[config.mk]
export PLATFORM = sky130hd
export DESIGN_NAME = axis_pkt_fifo_flat
export DESIGN_NICKNAME = d
export VERILOG_FILES = /design/src/rtl/axis_pkg.sv /design/src/rtl/axis_pkt_fifo_if.sv /design/src/rtl/axis_fifo_mem.sv /design/src/rtl/axis_pkt_fifo.sv /design/src/flat_wrapper.sv
export SDC_FILE = /design/constraint.sdc
export NUM_CORES = 1
export LEC_CHECK = 0
export ABC_AREA = 1
export CAP_MARGIN = 10
export CORE_UTILIZATION = 63
export CTS_CLUSTER_SIZE = 10
export DETAILED_ROUTE_END_ITERATION = 7
export MAX_ROUTING_LAYER = met4
export PLACE_DENSITY = 0.86
export SYNTH_ARGS = -nofsm -noshare
export SYNTH_HDL_FRONTEND = slang
export SYNTH_HIERARCHICAL = 1
export SYNTH_SLANG_ARGS = --single-unit
export TNS_END_PERCENT = 1
[constraint.sdc]
create_clock -name clk -period 6.1 [get_ports clk]
set_input_delay 0.61 -clock clk [delete_from_list [all_inputs] [get_ports clk]]
set_output_delay 0.61 -clock clk [all_outputs]
set_load 0.03 [all_outputs]
[src/rtl/axis_pkg.sv]
// Shared definitions for the packet FIFO: default beat width, beat record
// and a constant-foldable log2 helper.
package axis_pkg;

    localparam int DATA_W = 8;

    typedef struct packed {
        logic              last;
        logic [DATA_W-1:0] data;
    } beat_t;

    function automatic int clog2(input int value);
        int r;
        r = 0;
        while ((1 << r) < value) r++;
        return r;
    endfunction

endpackage

[src/rtl/axis_pkt_fifo_if.sv]
// Stream handshake bundle around the packet FIFO: write side from the mux,
// read side toward the next consumer. The FIFO is the slave modport.
interface axis_pkt_fifo_if
    import axis_pkg::*;
#(
    parameter int DATA_W = axis_pkg::DATA_W
);
    logic [DATA_W-1:0] in_data;
    logic              in_valid;
    logic              in_last;
    logic              in_ready;
    logic [DATA_W-1:0] out_data;
    logic              out_valid;
    logic              out_last;
    logic              out_ready;

    modport slave (
        input  in_data, in_valid, in_last, out_ready,
        output in_ready, out_data, out_valid, out_last
    );

    modport master (
        output in_data, in_valid, in_last, out_ready,
        input  in_ready, out_data, out_valid, out_last
    );
endinterface

[src/rtl/axis_fifo_mem.sv]
// Simple dual-port register array: synchronous write, asynchronous read.
module axis_fifo_mem
    import axis_pkg::*;
#(
    parameter  int WIDTH = 9,
    parameter  int DEPTH = 16,
    localparam int AW    = clog2(DEPTH)
) (
    input  logic             clk,
    input  logic             i_we,
    input  logic [AW-1:0]    i_waddr,
    input  logic [WIDTH-1:0] i_wdata,
    input  logic [AW-1:0]    i_raddr,
    output logic [WIDTH-1:0] o_rdata
);
    logic [WIDTH-1:0] r_mem [DEPTH];

    always_ff @(posedge clk) begin
        if (i_we) r_mem[i_waddr] <= i_wdata;
    end

    assign o_rdata = r_mem[i_raddr];
endmodule

[src/rtl/axis_pkt_fifo.sv]
// Packet-aware FWFT stream FIFO. Define AXIS_PKT_FIFO_SF_EN for
// store-and-forward (hold each packet until its last beat is stored).
module axis_pkt_fifo
    import axis_pkg::*;
#(
    parameter  int DATA_W = axis_pkg::DATA_W,
    parameter  int DEPTH  = 16,
    localparam int AW     = clog2(DEPTH)
) (
    input  logic            clk,
    input  logic            reset,
    axis_pkt_fifo_if.slave  s,
    output logic [AW:0]     count,
    output logic [AW:0]     pkt_count,
    output logic            oversize
);
    logic [AW:0]     r_wr_ptr;
    logic [AW:0]     r_rd_ptr;
    logic [AW:0]     r_count;
    logic [AW:0]     r_pkt_count;
    logic            w_full;
    logic            w_empty;
    logic            w_push;
    logic            w_pop;
    logic            w_out_valid;
    logic [DATA_W:0] w_rdata;

    assign w_full  = (r_wr_ptr[AW] != r_rd_ptr[AW]) &&
                     (r_wr_ptr[AW-1:0] == r_rd_ptr[AW-1:0]);
    assign w_empty = (r_wr_ptr == r_rd_ptr);

    // No pass-through when full: a pop in the same cycle does not free a slot.
    assign w_push  = s.in_valid && !w_full;
    assign w_pop   = w_out_valid && s.out_ready;

`ifdef AXIS_PKT_FIFO_SF_EN
    logic r_full_q;
    logic r_cut;

    // r_cut keeps an oversize packet flowing until its last beat lands.
    assign w_out_valid = !w_empty && ((r_pkt_count != '0) || w_full || r_cut);
    assign oversize    = w_full && !r_full_q && (r_pkt_count == '0);

    always_ff @(posedge clk or negedge reset) begin
        if (!reset) begin
            r_full_q <= 1'b0;
            r_cut    <= 1'b0;
        end else begin
            r_full_q <= w_full;
            if (w_push && s.in_last)
                r_cut <= 1'b0;
            else if (w_full && (r_pkt_count == '0))
                r_cut <= 1'b1;
        end
    end
`else
    assign w_out_valid = !w_empty;
    assign oversize    = 1'b0;
`endif

    axis_fifo_mem #(
        .WIDTH (DATA_W + 1),
        .DEPTH (DEPTH)
    ) u_mem (
        .clk     (clk),
        .i_we    (w_push),
        .i_waddr (r_wr_ptr[AW-1:0]),
        .i_wdata ({s.in_last, s.in_data}),
        .i_raddr (r_rd_ptr[AW-1:0]),
        .o_rdata (w_rdata)
    );

    always_ff @(posedge clk or negedge reset) begin
        if (!reset) begin
            r_wr_ptr    <= '0;
            r_rd_ptr    <= '0;
            r_count     <= '0;
            r_pkt_count <= '0;
        end else begin
            if (w_push) r_wr_ptr <= r_wr_ptr + 1'b1;
            if (w_pop)  r_rd_ptr <= r_rd_ptr + 1'b1;
            case ({w_push, w_pop})
                2'b10:   r_count <= r_count + 1'b1;
                2'b01:   r_count <= r_count - 1'b1;
                default: ;
            endcase
            case ({w_push && s.in_last, w_pop && w_rdata[DATA_W]})
                2'b10:   r_pkt_count <= r_pkt_count + 1'b1;
                2'b01:   r_pkt_count <= r_pkt_count - 1'b1;
                default: ;
            endcase
        end
    end

    assign s.in_ready  = !w_full;
    assign s.out_valid = w_out_valid;
    assign s.out_data  = w_rdata[DATA_W-1:0];
    assign s.out_last  = w_rdata[DATA_W];
    assign count       = r_count;
    assign pkt_count   = r_pkt_count;
endmodule

[src/flat_wrapper.sv]
// flat-port wrapper written by rule: the top's interface ports become plain ports
module axis_pkt_fifo_flat import axis_pkg::*;
#(
    parameter  int DATA_W = axis_pkg::DATA_W,
    parameter  int DEPTH  = 16,
    localparam int AW     = clog2(DEPTH)
)
  (clk, reset, count, pkt_count, oversize, s_in_data, s_in_valid, s_in_last, s_out_ready, s_in_ready, s_out_data, s_out_valid, s_out_last);
  axis_pkt_fifo_if #(.DATA_W(DATA_W)) s_i ();
  input  logic clk;
  input  logic reset;
  output logic [AW:0] count;
  output logic [AW:0] pkt_count;
  output logic oversize;
  input wire logic [$bits(s_i.in_data)-1:0] s_in_data;
  input wire logic [$bits(s_i.in_valid)-1:0] s_in_valid;
  input wire logic [$bits(s_i.in_last)-1:0] s_in_last;
  input wire logic [$bits(s_i.out_ready)-1:0] s_out_ready;
  output wire logic [$bits(s_i.in_ready)-1:0] s_in_ready;
  output wire logic [$bits(s_i.out_data)-1:0] s_out_data;
  output wire logic [$bits(s_i.out_valid)-1:0] s_out_valid;
  output wire logic [$bits(s_i.out_last)-1:0] s_out_last;
  assign s_i.in_data = s_in_data;
  assign s_i.in_valid = s_in_valid;
  assign s_i.in_last = s_in_last;
  assign s_i.out_ready = s_out_ready;
  assign s_in_ready = s_i.in_ready;
  assign s_out_data = s_i.out_data;
  assign s_out_valid = s_i.out_valid;
  assign s_out_last = s_i.out_last;
  axis_pkt_fifo #(.DATA_W(DATA_W), .DEPTH(DEPTH)) u_core (.clk(clk), .reset(reset), .s(s_i), .count(count), .pkt_count(pkt_count), .oversize(oversize));
endmodule
==> results.ini <==
[status]
status=finished with violations
violations=DRC

[synth]
yosysMostFrequentCell=nand2_1
ys_types=27
seq_area_frac_synth=0.6289
netlist_top_cells_area=edfxtp_1 56%, nand2_1 12%, nand3_1 8.3%
syn_inst=777
synth-seq-cells=164
synth_area_leader_cell=edfxtp_1
synth.avg_cell_area_um2=9.873
ys_warn_count=6
synth_top_area_frac=0.5637
synth_common_cells=248 x nand2_1, 144 x edfxtp_1, 135 x inv_1
synth_edf_count=144
syn_area_mm2=0.007671
ys.flop_type=edfxtp_1
synthArstFlopShare=0.1220
synth_nets=802

[drt]
vias_per_cell=5.769
drcViolationCount=3
wl_per_cell_um=17.43
ant_nets=0
drt_iter0_markers=705
via_count=5544
first_pass_iters=7
wl_um=16760

[setup_path]
slowest_delay_ns=0.71
cp-start-kind=flip-flop
critPathArrivalTime_ns=3.06
critical_path.endpoint=s_out_data[4]
r2r_cells=18
endpoint_kind=output pin
crit_top_cell=nand2_1
cp-startpoint=u_core/r_rd_ptr[0]$_DFFE_PN0P_
slowest_stage=dfrtp_2
timing.rr.end=u_core/pkt_count[4]$_DFFE_PN0P_
reg2reg_from=u_core/r_rd_ptr[1]$_DFFE_PN0P_
crit_required_ns=5.49
path_cells=buf_4 -> nand2_1 -> nand2_1 -> nand2_1 -> nand3_1 -> nand3_1 -> nand2_1 -> clkdlybuf4s50_1
timing.setup.critical_path_class=reg2out
rrSetupSlack_ns=2.61
crit_fanout=54

[placement]
dp_hpwl_um=10290
gp_congestion=0.8305
portBuffers=33
dpl_worst_slack_ns=2.731

[timing]
layout_setup_ws_ns=2.431
max_slew_margin=0.2669
skew_ns=0.007661
hold_violations=0
period_share=0.6015
tightest_slew_ns=1.096
rsz0062_at_grt=false
period_needed_ns=3.669
max_freq_mhz=272.5
drv_slew=0
tns_ns=0
setup_viol=0

[clocking]
cts_hold_buf=0
postCtsSetupBuffers=0
cts_tree=yes
htree_levels=4
clk_path_buf_depth=2
cts_buffers=17
insertion_delay_ns=0.43
path_clk_slew_ns=0.06
cts_repair_resize_count=0
root_buffer=clkbuf_16
clkSinkCount=164

[global_route]
grt_max_degree=73
grt_usage=0.2979
grt-ovfl-total=0
use_met2=0.4803
grt_pass1_vias=5530
busiest_layer=met2
use_met3=0.05940
use_met1=0.3583
antenna_found_initial=0
grt_pass1_wl_um=27170

[die]
dieArea_mm2=0.01262
core-area_mm2=0.01166
initial_core_util=0.6578
die_width_um=112.3
ioPinCount=35
die_h_um=112.3
rows=39

[pwr]
p_int_uw=2620
p_comb_frac=0.409
ir_worst_vdd_mv=0.3917
p_seq_frac=0.354
swShare=0.4017
power_density_mw_per_mm2=511.7
p_leak_uw=0.003800
p_clk_frac=0.237
p_sw_uw=1759

[final_layout]
area_growth_pct=11.56
nFillCells=783
antenna_cells=0
final_nets=830
final_layout_size_suffix_gt1_frac=0.04768

[min_path]
hp-class=reg2reg

[flow_run]
maxCapViolations=0

layout by cell type (no fill, tap or decap):
cell type / netlist / routed
xnor2_1: 5 / 5
dfrtp_2: 0 / 1
clkbuf_8: 0 / 1
edfxtp_1: 144 / 144
clkinv_1: 1 / 1
nand2_2: 1 / 1
nand2_1: 248 / 248
bufinv_16: 0 / 2
nand2_4: 2 / 2
and2_1: 2 / 2
a31oi_1: 2 / 2
nor2_1: 26 / 26
clkbuf_16: 0 / 18
nand3_4: 2 / 2
inv_2: 2 / 2
clkbuf_1: 0 / 8
inv_4: 1 / 1
buf_4: 12 / 3
nand3_1: 127 / 127
nor2_4: 2 / 2
ha_1: 10 / 10
inv_8: 1 / 1
a21oi_1: 2 / 2
inv_1: 135 / 135
clkdlybuf4s50_1: 0 / 33
fa_1: 2 / 2
conb_1: 1 / 1
dfrtp_1: 20 / 19
clkinv_2: 0 / 3
nand3b_1: 2 / 2
xor2_1: 6 / 6
o21ai_0: 6 / 6
metrics by stage:
stage	hold WS (ns)	total power, µW	util	instances	cell area (µm²)
finish	0.5375	4379	0.7338	961	8558
global route	0.5579	4614	0.7338	961	8558
CTS	0.5419	4357	0.7338	961	8558
detailed placement	0.5247	3309	0.6850	929	7989
global placement	0.5053	3215	0.6850	929	7989
floorplan	0.3144	2829	-	777	7671
area by class of cell:
| type | count | area, µm² | share of cell area |
|---|---|---|---|
| Multi-Input combinational cell | 446 | 2096 | 0.2449 |
| Sequential cell | 164 | 4826 | 0.5639 |
| Timing Repair Buffer | 36 | 352.8 | 0.04123 |
| Tap cell | 143 | 178.9 | 0.02091 |
| Clock inverter | 5 | 75.07 | 0.008772 |
| Clock buffer | 27 | 494.2 | 0.05775 |
| Inverter | 140 | 535.5 | 0.06257 |
how the worst min path moves through the flow:
stage                     depth (start not counted)                            start                               to  slack [ns]
after floorplan                                   0                            reset      u_core/count[0]$_DFFE_PN0P_        0.31
after global placement                            2      u_core/count[4]$_DFFE_PN0P_      u_core/count[4]$_DFFE_PN0P_        0.51
final                                             1      u_core/count[0]$_DFFE_PN0P_      u_core/count[0]$_DFFE_PN0P_        0.54
after detailed placement                          1      u_core/count[0]$_DFFE_PN0P_      u_core/count[0]$_DFFE_PN0P_        0.52
after global routing                              1  u_core/pkt_count[0]$_DFFE_PN0P_  u_core/pkt_count[0]$_DFFE_PN0P_        0.56
after CTS                                         1      u_core/count[0]$_DFFE_PN0P_      u_core/count[0]$_DFFE_PN0P_        0.54
logic make-up after synthesis:
group	count (synthesis)	share of synthesized area
compound gates	10	0.006850
xor+xnor	11	0.01256
fa+ha+maj	12	0.02153
buf+inv	167	0.09786
flops	164	0.6289
other cells	1	0.0004888
simple gates	412	0.2318
layer usage:
layer / vias up / wire length [µm]
met5: - / 0
met4: 0 / 558
met3: 55 / 1298
met2: 280 / 8539
met1: 2667 / 6359
li1: 2542 / -
registers in the layout (all words and copies together), names as in the netlist:
name / cells
u_core/u_mem/r_mem: 144
u_core/pkt_count: 5
u_core/r_wr_ptr: 5
u_core/count: 5
u_core/r_rd_ptr: 5
critical path: cells and delay by family (launching register included):
kind / cells / cell delay, ns
flip-flops: 1 / 0.71
buffers and inverters: 2 / 1.27
AND/OR/NAND/NOR: 6 / 0.63
power groups by stage:
stage | Sequential (µW) | Combinational [µW] | Clock, µW
5_1_grt | 1570 | 1960 | 1080
4_1_cts | 1540 | 1770 | 1040
2_1_floorplan | 1540 | 1280 | 0
3_5_place_dp | 1560 | 1750 | 0
3_3_place_gp | 1550 | 1660 | 0
6_report | 1550 | 1790 | 1040
Note: power is estimated with default switching activity, not from simulation.
